[src/rtl/thermo_scan_scheduler.sv]
// Round-robin scan controller sharing one digital thermometer across NUM_CH analog inputs.
// Optional macro THERMO_HYST_EN adds ALARM_HYST degC of release hysteresis to the alarm flags.
module thermo_scan_scheduler #(
    parameter int NUM_CH      = 4,
    parameter int CH_W        = 2,
    parameter int SCAN_PERIOD = 1000,
    parameter int TIMEOUT     = 32,
    parameter int ALARM_HYST  = 2
) (
    input  logic                 CLK_I,
    input  logic                 RST_I,
    input  logic                 START_I,
    input  logic [NUM_CH*10-1:0] ANALOG_CH_I,
    input  logic [6:0]           ALARM_THRESH_I,
    input  logic [CH_W-1:0]      RD_CH_I,
    output logic [9:0]           THERMO_ANALOG_O,
    output logic                 THERMO_EN_O,
    input  logic [6:0]           THERMO_DEGREE_I,
    input  logic                 THERMO_BUSY_I,
    input  logic                 THERMO_VALID_I,
    output logic [6:0]           RD_DEGREE_O,
    output logic [CH_W-1:0]      ACTIVE_CH_O,
    output logic                 SCAN_DONE_O,
    output logic [NUM_CH-1:0]    ALARM_O,
    output logic                 TIMEOUT_ERR_O
);
    localparam int CNT_MAX = (SCAN_PERIOD > TIMEOUT) ? SCAN_PERIOD : TIMEOUT;
    localparam int CNT_W   = $clog2(CNT_MAX + 1);
    localparam int DEPTH   = 1 << CH_W;
    localparam logic [CNT_W-1:0] PERIOD_LAST  = CNT_W'(SCAN_PERIOD - 1);
    localparam logic [CNT_W-1:0] TIMEOUT_LAST = CNT_W'(TIMEOUT - 1);
    localparam logic [CH_W-1:0]  LAST_CH      = CH_W'(NUM_CH - 1);

    typedef enum logic [2:0] {
        S_IDLE, S_SETUP, S_TRIG, S_WAIT_VALID, S_CAPTURE, S_WAIT_IDLE, S_NEXT, S_PERIOD_WAIT
    } state_t;

    state_t           r_state, w_state_next;
    logic [CNT_W-1:0] r_cnt, w_cnt_next;
    logic [CH_W-1:0]  r_ch, w_ch_next;
    logic             w_err_set;
    logic [6:0]       r_sample;
    logic [6:0]       r_deg [NUM_CH];
    logic [9:0]       w_an  [DEPTH];
    logic [6:0]       w_rd  [DEPTH];
    logic             w_hit;

    // Power-of-two views so a CH_W-wide index never runs off the end; spare slots read as 0.
    for (genvar gi = 0; gi < DEPTH; gi++) begin : g_view
        if (gi < NUM_CH) begin : g_live
            assign w_an[gi] = ANALOG_CH_I[gi*10 +: 10];
            assign w_rd[gi] = r_deg[gi];
        end else begin : g_spare
            assign w_an[gi] = 10'd0;
            assign w_rd[gi] = 7'd0;
        end
    end

    always_comb begin
        w_state_next = r_state;
        w_cnt_next   = r_cnt;
        w_ch_next    = r_ch;
        w_err_set    = 1'b0;
        case (r_state)
            S_IDLE: begin
                w_cnt_next = '0;
                if (START_I) begin
                    w_ch_next    = '0;
                    w_state_next = S_SETUP;
                end
            end
            // Hold off the trigger while the converter is still finishing an aborted conversion.
            S_SETUP: begin
                if (!THERMO_BUSY_I) begin
                    w_cnt_next   = '0;
                    w_state_next = S_TRIG;
                end else if (r_cnt == TIMEOUT_LAST) begin
                    w_err_set    = 1'b1;
                    w_state_next = S_NEXT;
                end else begin
                    w_cnt_next = r_cnt + 1'b1;
                end
            end
            S_TRIG: begin
                w_cnt_next   = '0;
                w_state_next = S_WAIT_VALID;
            end
            S_WAIT_VALID: begin
                if (THERMO_VALID_I) begin
                    w_state_next = S_CAPTURE;
                end else if (r_cnt == TIMEOUT_LAST) begin
                    w_err_set    = 1'b1;
                    w_state_next = S_NEXT;
                end else begin
                    w_cnt_next = r_cnt + 1'b1;
                end
            end
            S_CAPTURE: begin
                w_cnt_next   = '0;
                w_state_next = S_WAIT_IDLE;
            end
            S_WAIT_IDLE: begin
                if (!THERMO_BUSY_I) begin
                    w_state_next = S_NEXT;
                end else if (r_cnt == TIMEOUT_LAST) begin
                    w_err_set    = 1'b1;
                    w_state_next = S_NEXT;
                end else begin
                    w_cnt_next = r_cnt + 1'b1;
                end
            end
            S_NEXT: begin
                w_cnt_next = '0;
                if (r_ch == LAST_CH) begin
                    w_ch_next    = '0;
                    w_state_next = S_PERIOD_WAIT;
                end else begin
                    w_ch_next    = r_ch + 1'b1;
                    w_state_next = S_SETUP;
                end
            end
            S_PERIOD_WAIT: begin
                if (r_cnt == PERIOD_LAST) begin
                    w_cnt_next   = '0;
                    w_state_next = START_I ? S_SETUP : S_IDLE;
                end else begin
                    w_cnt_next = r_cnt + 1'b1;
                end
            end
            default: w_state_next = S_IDLE;
        endcase
    end

    always_ff @(posedge CLK_I) begin
        if (RST_I) begin
            r_state <= S_IDLE;
            r_cnt   <= '0;
            r_ch    <= '0;
        end else begin
            r_state <= w_state_next;
            r_cnt   <= w_cnt_next;
            r_ch    <= w_ch_next;
        end
    end

    always_ff @(posedge CLK_I) begin
        if (RST_I) begin
            THERMO_ANALOG_O <= '0;
            THERMO_EN_O     <= 1'b0;
            ACTIVE_CH_O     <= '0;
            SCAN_DONE_O     <= 1'b0;
            TIMEOUT_ERR_O   <= 1'b0;
            RD_DEGREE_O     <= '0;
            r_sample        <= '0;
        end else begin
            THERMO_EN_O <= (w_state_next == S_TRIG);
            SCAN_DONE_O <= (r_state == S_NEXT) && (r_ch == LAST_CH);
            RD_DEGREE_O <= w_rd[RD_CH_I];
            if (r_state == S_SETUP) begin
                THERMO_ANALOG_O <= w_an[r_ch];
                ACTIVE_CH_O     <= r_ch;
            end
            if (r_state == S_WAIT_VALID && THERMO_VALID_I) begin
                r_sample <= THERMO_DEGREE_I;
            end
            if (w_err_set) begin
                TIMEOUT_ERR_O <= 1'b1;
            end
        end
    end

    assign w_hit = (r_sample >= ALARM_THRESH_I);

`ifdef THERMO_HYST_EN
    localparam logic [6:0] HYST = 7'(ALARM_HYST);
    logic [6:0] w_thr_lo;
    logic       w_clr;
    assign w_thr_lo = (ALARM_THRESH_I > HYST) ? (ALARM_THRESH_I - HYST) : 7'd0;
    assign w_clr    = (r_sample < w_thr_lo);
`endif

    for (genvar gi = 0; gi < NUM_CH; gi++) begin : g_chan
        always_ff @(posedge CLK_I) begin
            if (RST_I) begin
                r_deg[gi]   <= '0;
                ALARM_O[gi] <= 1'b0;
            end else if (r_state == S_CAPTURE && r_ch == CH_W'(gi)) begin
                r_deg[gi] <= r_sample;
`ifdef THERMO_HYST_EN
                if (w_hit) begin
                    ALARM_O[gi] <= 1'b1;
                end else if (w_clr) begin
                    ALARM_O[gi] <= 1'b0;
                end
`else
                ALARM_O[gi] <= w_hit;
`endif
            end
        end
    end
endmodule

[config.mk]
export PLATFORM = sky130hd
export DESIGN_NAME = thermo_scan_scheduler
export DESIGN_NICKNAME = d
export VERILOG_FILES = /design/src/rtl/thermo_scan_scheduler.sv
export SDC_FILE = /design/constraint.sdc
export NUM_CORES = 1
export LEC_CHECK = 0
export CORE_ASPECT_RATIO = 0.75
export CORE_MARGIN = 1.5
export CORE_UTILIZATION = 54
export DETAILED_ROUTE_END_ITERATION = 10
export GPL_ROUTABILITY_DRIVEN = 0
export PLACE_DENSITY = 0.87
export SLEW_MARGIN = 25
export SYNTH_ARGS = -nofsm -noshare
export SYNTH_HDL_FRONTEND = slang
export SYNTH_SLANG_ARGS = --single-unit
[constraint.sdc]
create_clock -name CLK_I -period 4.58 [get_ports CLK_I]
set_input_delay 0.916 -clock CLK_I [delete_from_list [all_inputs] [get_ports CLK_I]]
set_output_delay 0.916 -clock CLK_I [all_outputs]
set_load 0.03 [all_outputs]
==> results.sh <==
export IMPL_drt_iter0_drc=413
export IMPL_grt_max_degree=30
export IMPL_critPathMaxFanout=28
export IMPL_maxCapViolations=0
export IMPL_dp_hpwl_um=6540
export IMPL_grt_pass1_wl_um=14500
export IMPL_p_per_area_mw_per_mm2=285
export IMPL_synthMuxAreaShare_pct=10.3
export IMPL_synth_top_area_share_pct=25.9
export IMPL_grt_pass1_vias=2985
export IMPL_leakage_uw=0.00174
export IMPL_post_synth_instance_area_mm2=0.00371
export IMPL_layout_setup_ws_ps=1990
export IMPL_syn_avg_cell_area_um2=10.4
export IMPL_post_place_ws_ps=1550
export IMPL_cts_setup_buffers=0
export IMPL_criticalPathCategory="in -> reg"
export IMPL_die_w_um=98.8
export IMPL_numCtsBuffers=9
export IMPL_grt_usage_pct=25.6
export IMPL_synth_top_flop_cell="dfxtp_1"
export IMPL_core_area_mm2=0.00647
export IMPL_critPathTopFamily="simple AND/OR/NAND/NOR gates"
export IMPL_synth_common_cells="57 x nand2_1, 48 x dfxtp_1, 28 x edfxtp_1, 27 x a21oi_1, 26 x and3_1"
export IMPL_cp_required_ps=4840
export IMPL_vdd_drop_max_mv=0.222
export IMPL_clock_skew_final_ps=8.75
export IMPL_wl_um=9060
export IMPL_timing_final_crit_period_ps=2590
export IMPL_synth_edf_count=28
export IMPL_grt_overflow_total=0
export IMPL_slew_limit_headroom_pct=44.7
export IMPL_yosysUniqueCellTypes=51
export IMPL_async_flop_share_pct=0
export IMPL_swShare_pct=25.7
export IMPL_first_pass_iters=9
export IMPL_n_antenna_cell=0
export IMPL_synthAdderAreaFrac_pct=4.04
export IMPL_switching_power_uw=349
export IMPL_yosysTopAreaCell="dfxtp_1"
export IMPL_pwr_share_clk_pct=34.7
export IMPL_worstMarginPinSlew_ps=828
export IMPL_hold_buffers=0
export IMPL_ctsResizeCount=0
export IMPL_setup_violations=0
export IMPL_cp_start_kind="input pin"
export IMPL_die_area_mm2=0.00739
export IMPL_hold_viol=0
export IMPL_via_count=3126
export IMPL_fin_crit_sh_pct=56.6
export IMPL_power_share_combinational_pct=11.9
export IMPL_rsz0062_at_grt="false"
export IMPL_min_path_type="reg -> reg"
export IMPL_cts_tree="yes"
export IMPL_outcome="finished, violations left"
export IMPL_yosysMostFrequentCell="nand2_1"
export IMPL_cp_num_buf_inv=2
export IMPL_setup_tns_ps=0
export IMPL_pwr_share_seq_pct=53.5
export IMPL_ios=87
export IMPL_arrival_ps=2850
export IMPL_wl_per_cell_um=17.5
export IMPL_internal_power_uw=1010
export IMPL_num_rows=25
export IMPL_antenna_found_initial=0
export IMPL_synth_compound_area_share_pct=11.2
export IMPL_die_h_um=74.8
export IMPL_drive_gt1_share_pct=10.5
export IMPL_area_sequential_mm2=0.00180
export IMPL_timing_fmax_mhz=386
export IMPL_endpoint_kind="register"
export IMPL_multi_input_area_mm2=0.00176
export IMPL_yosysSeqAreaShare_pct=48.5
export IMPL_syn_nets=429
export IMPL_h_tree_depth=3
export IMPL_maxSlewViolCount=0
export IMPL_worst_path_max_delay_cell="and2_1"
export IMPL_vias_per_cell=6.03
export IMPL_clkSinkCount=76
export IMPL_hold_worst_slack_ps=459
export IMPL_start_util_pct=57.4
export IMPL_ys_top_cells_by_area="dfxtp_1 26%, edfxtp_1 23%, mux4_2 10%"
export IMPL_synth_xor_area_share_pct=0.707
export IMPL_synth_simple_area_share_pct=21.0
export IMPL_clockBufferDepth=2
export IMPL_final_nets=505
export IMPL_drc=11
export IMPL_n_fill_cell=430
export IMPL_cts_root_buffer="clkbuf_8"
export IMPL_ant_nets=0
export IMPL_synth_top_family_by_area="simple AND/OR/NAND/NOR gates"
export IMPL_clkTransAtPathRegs_ps=80
export IMPL_synth_warnings=0
export IMPL_cpPeakStageDelay_ps=700
export IMPL_violations="design-rule violations"
export IMPL_portBuffers=86
export IMPL_synthCells=356
export IMPL_path_cells="clkdlybuf4s50_1 > inv_1 > and2_1 > nand2_1 > o32ai_1"
export IMPL_clk_latency_ps=350
export IMPL_ys_ff_latch=76
export IMPL_syn2layout_area_growth_pct=28.8
==> per-layer routing <==
| layer | routed length [um] | vias to the layer above | track usage (%) |
|---|---|---|---|
| li1 | - | 1468 | - |
| met1 | 3760 | 1495 | 33.3 |
| met2 | 4350 | 159 | 44.1 |
| met3 | 908 | 4 | 6.69 |
| met4 | 32 | 0 | 5.87 |
| met5 | 0 | - | 0 |
==> worst min-delay path, delay by kind of cell, from the launching register on <==
kind            cells  cell delay [ps]
compound gates      1               50
simple gates        1               50
flops               1              310
==> power by group through the flow <==
stage | clock (uW) | sequential (uW) | combinational, uW
4_1_cts | 476 | 728 | 161
5_1_grt | 504 | 730 | 173
3_5_place_dp | 0 | 743 | 161
6_report | 472 | 728 | 162
3_3_place_gp | 0 | 742 | 156
2_1_floorplan | 0 | 758 | 60.1
==> path summary, 6_finish.rpt <==
path	end	cells after the start	slack (ps)	from
worst max register to register	THERMO_EN_O$_SDFF_PP0_	5	2200	r_ch[0]$_SDFFE_PP0P_
worst max-delay path	ALARM_O[3]$_SDFFE_PP0P_	5	1990	RST_I
worst min register to register	THERMO_ANALOG_O[3]$_SDFFE_PP0P_	2	460	THERMO_ANALOG_O[3]$_SDFFE_PP0P_
worst min-delay path	THERMO_ANALOG_O[3]$_SDFFE_PP0P_	2	460	THERMO_ANALOG_O[3]$_SDFFE_PP0P_
==> metrics by stage <==
stage	total power, uW	cells	utilization (%)	area (um^2)
after floorplan	818	356	-	3710
after global routing	1410	518	73.9	4780
after global placement	899	502	71.0	4600
after CTS	1360	518	73.8	4780
final	1360	518	73.9	4780
after detailed placement	904	502	71.0	4600
==> state kept, by name, summed over array words and instances, names as in the netlist <==
register,cells
TIMEOUT_ERR_O,1
r_ch,2
r_sample,7
SCAN_DONE_O,1
r_state,3
r_deg,28
ACTIVE_CH_O,2
RD_DEGREE_O,7
r_cnt,10
THERMO_ANALOG_O,10
THERMO_EN_O,1
ALARM_O,4
==> logic make-up after synthesis <==
family / Yosys count
mux: 17
buf+inv: 40
fa+ha+maj: 12
xor+xnor: 3
simple gates: 147
compound gates: 61
flops: 76
==> final cells by class <==
type	count	area share (%)
Tap cell	81	2.12
Clock buffer	9	2.59
Timing Repair Buffer	87	18.1
Sequential cell	76	37.7
Multi-Input combinational cell	240	36.8
Inverter	18	1.41
Clock inverter	7	1.23
==> cell usage in the layout (no fill, tap or decap), types with 3 or more instances in the layout <==
cell type        instances
inv_6                    3
ha_1                    12
nor3_1                   4
edfxtp_1                28
dfxtp_1                 48
a211oi_1                 7
clkbuf_8                 9
nor4_1                   3
nand2b_1                 5
nand2_1                 57
nor2_1                  16
o32ai_1                  6
clkdlybuf4s50_1         86
and2_1                   8
or3_1                    4
nand3_1                  6
a31oi_1                  3
a21oi_1                 27
mux4_2                  17
inv_1                   18
and3_1                  26
(Power assumes the default switching activity.)
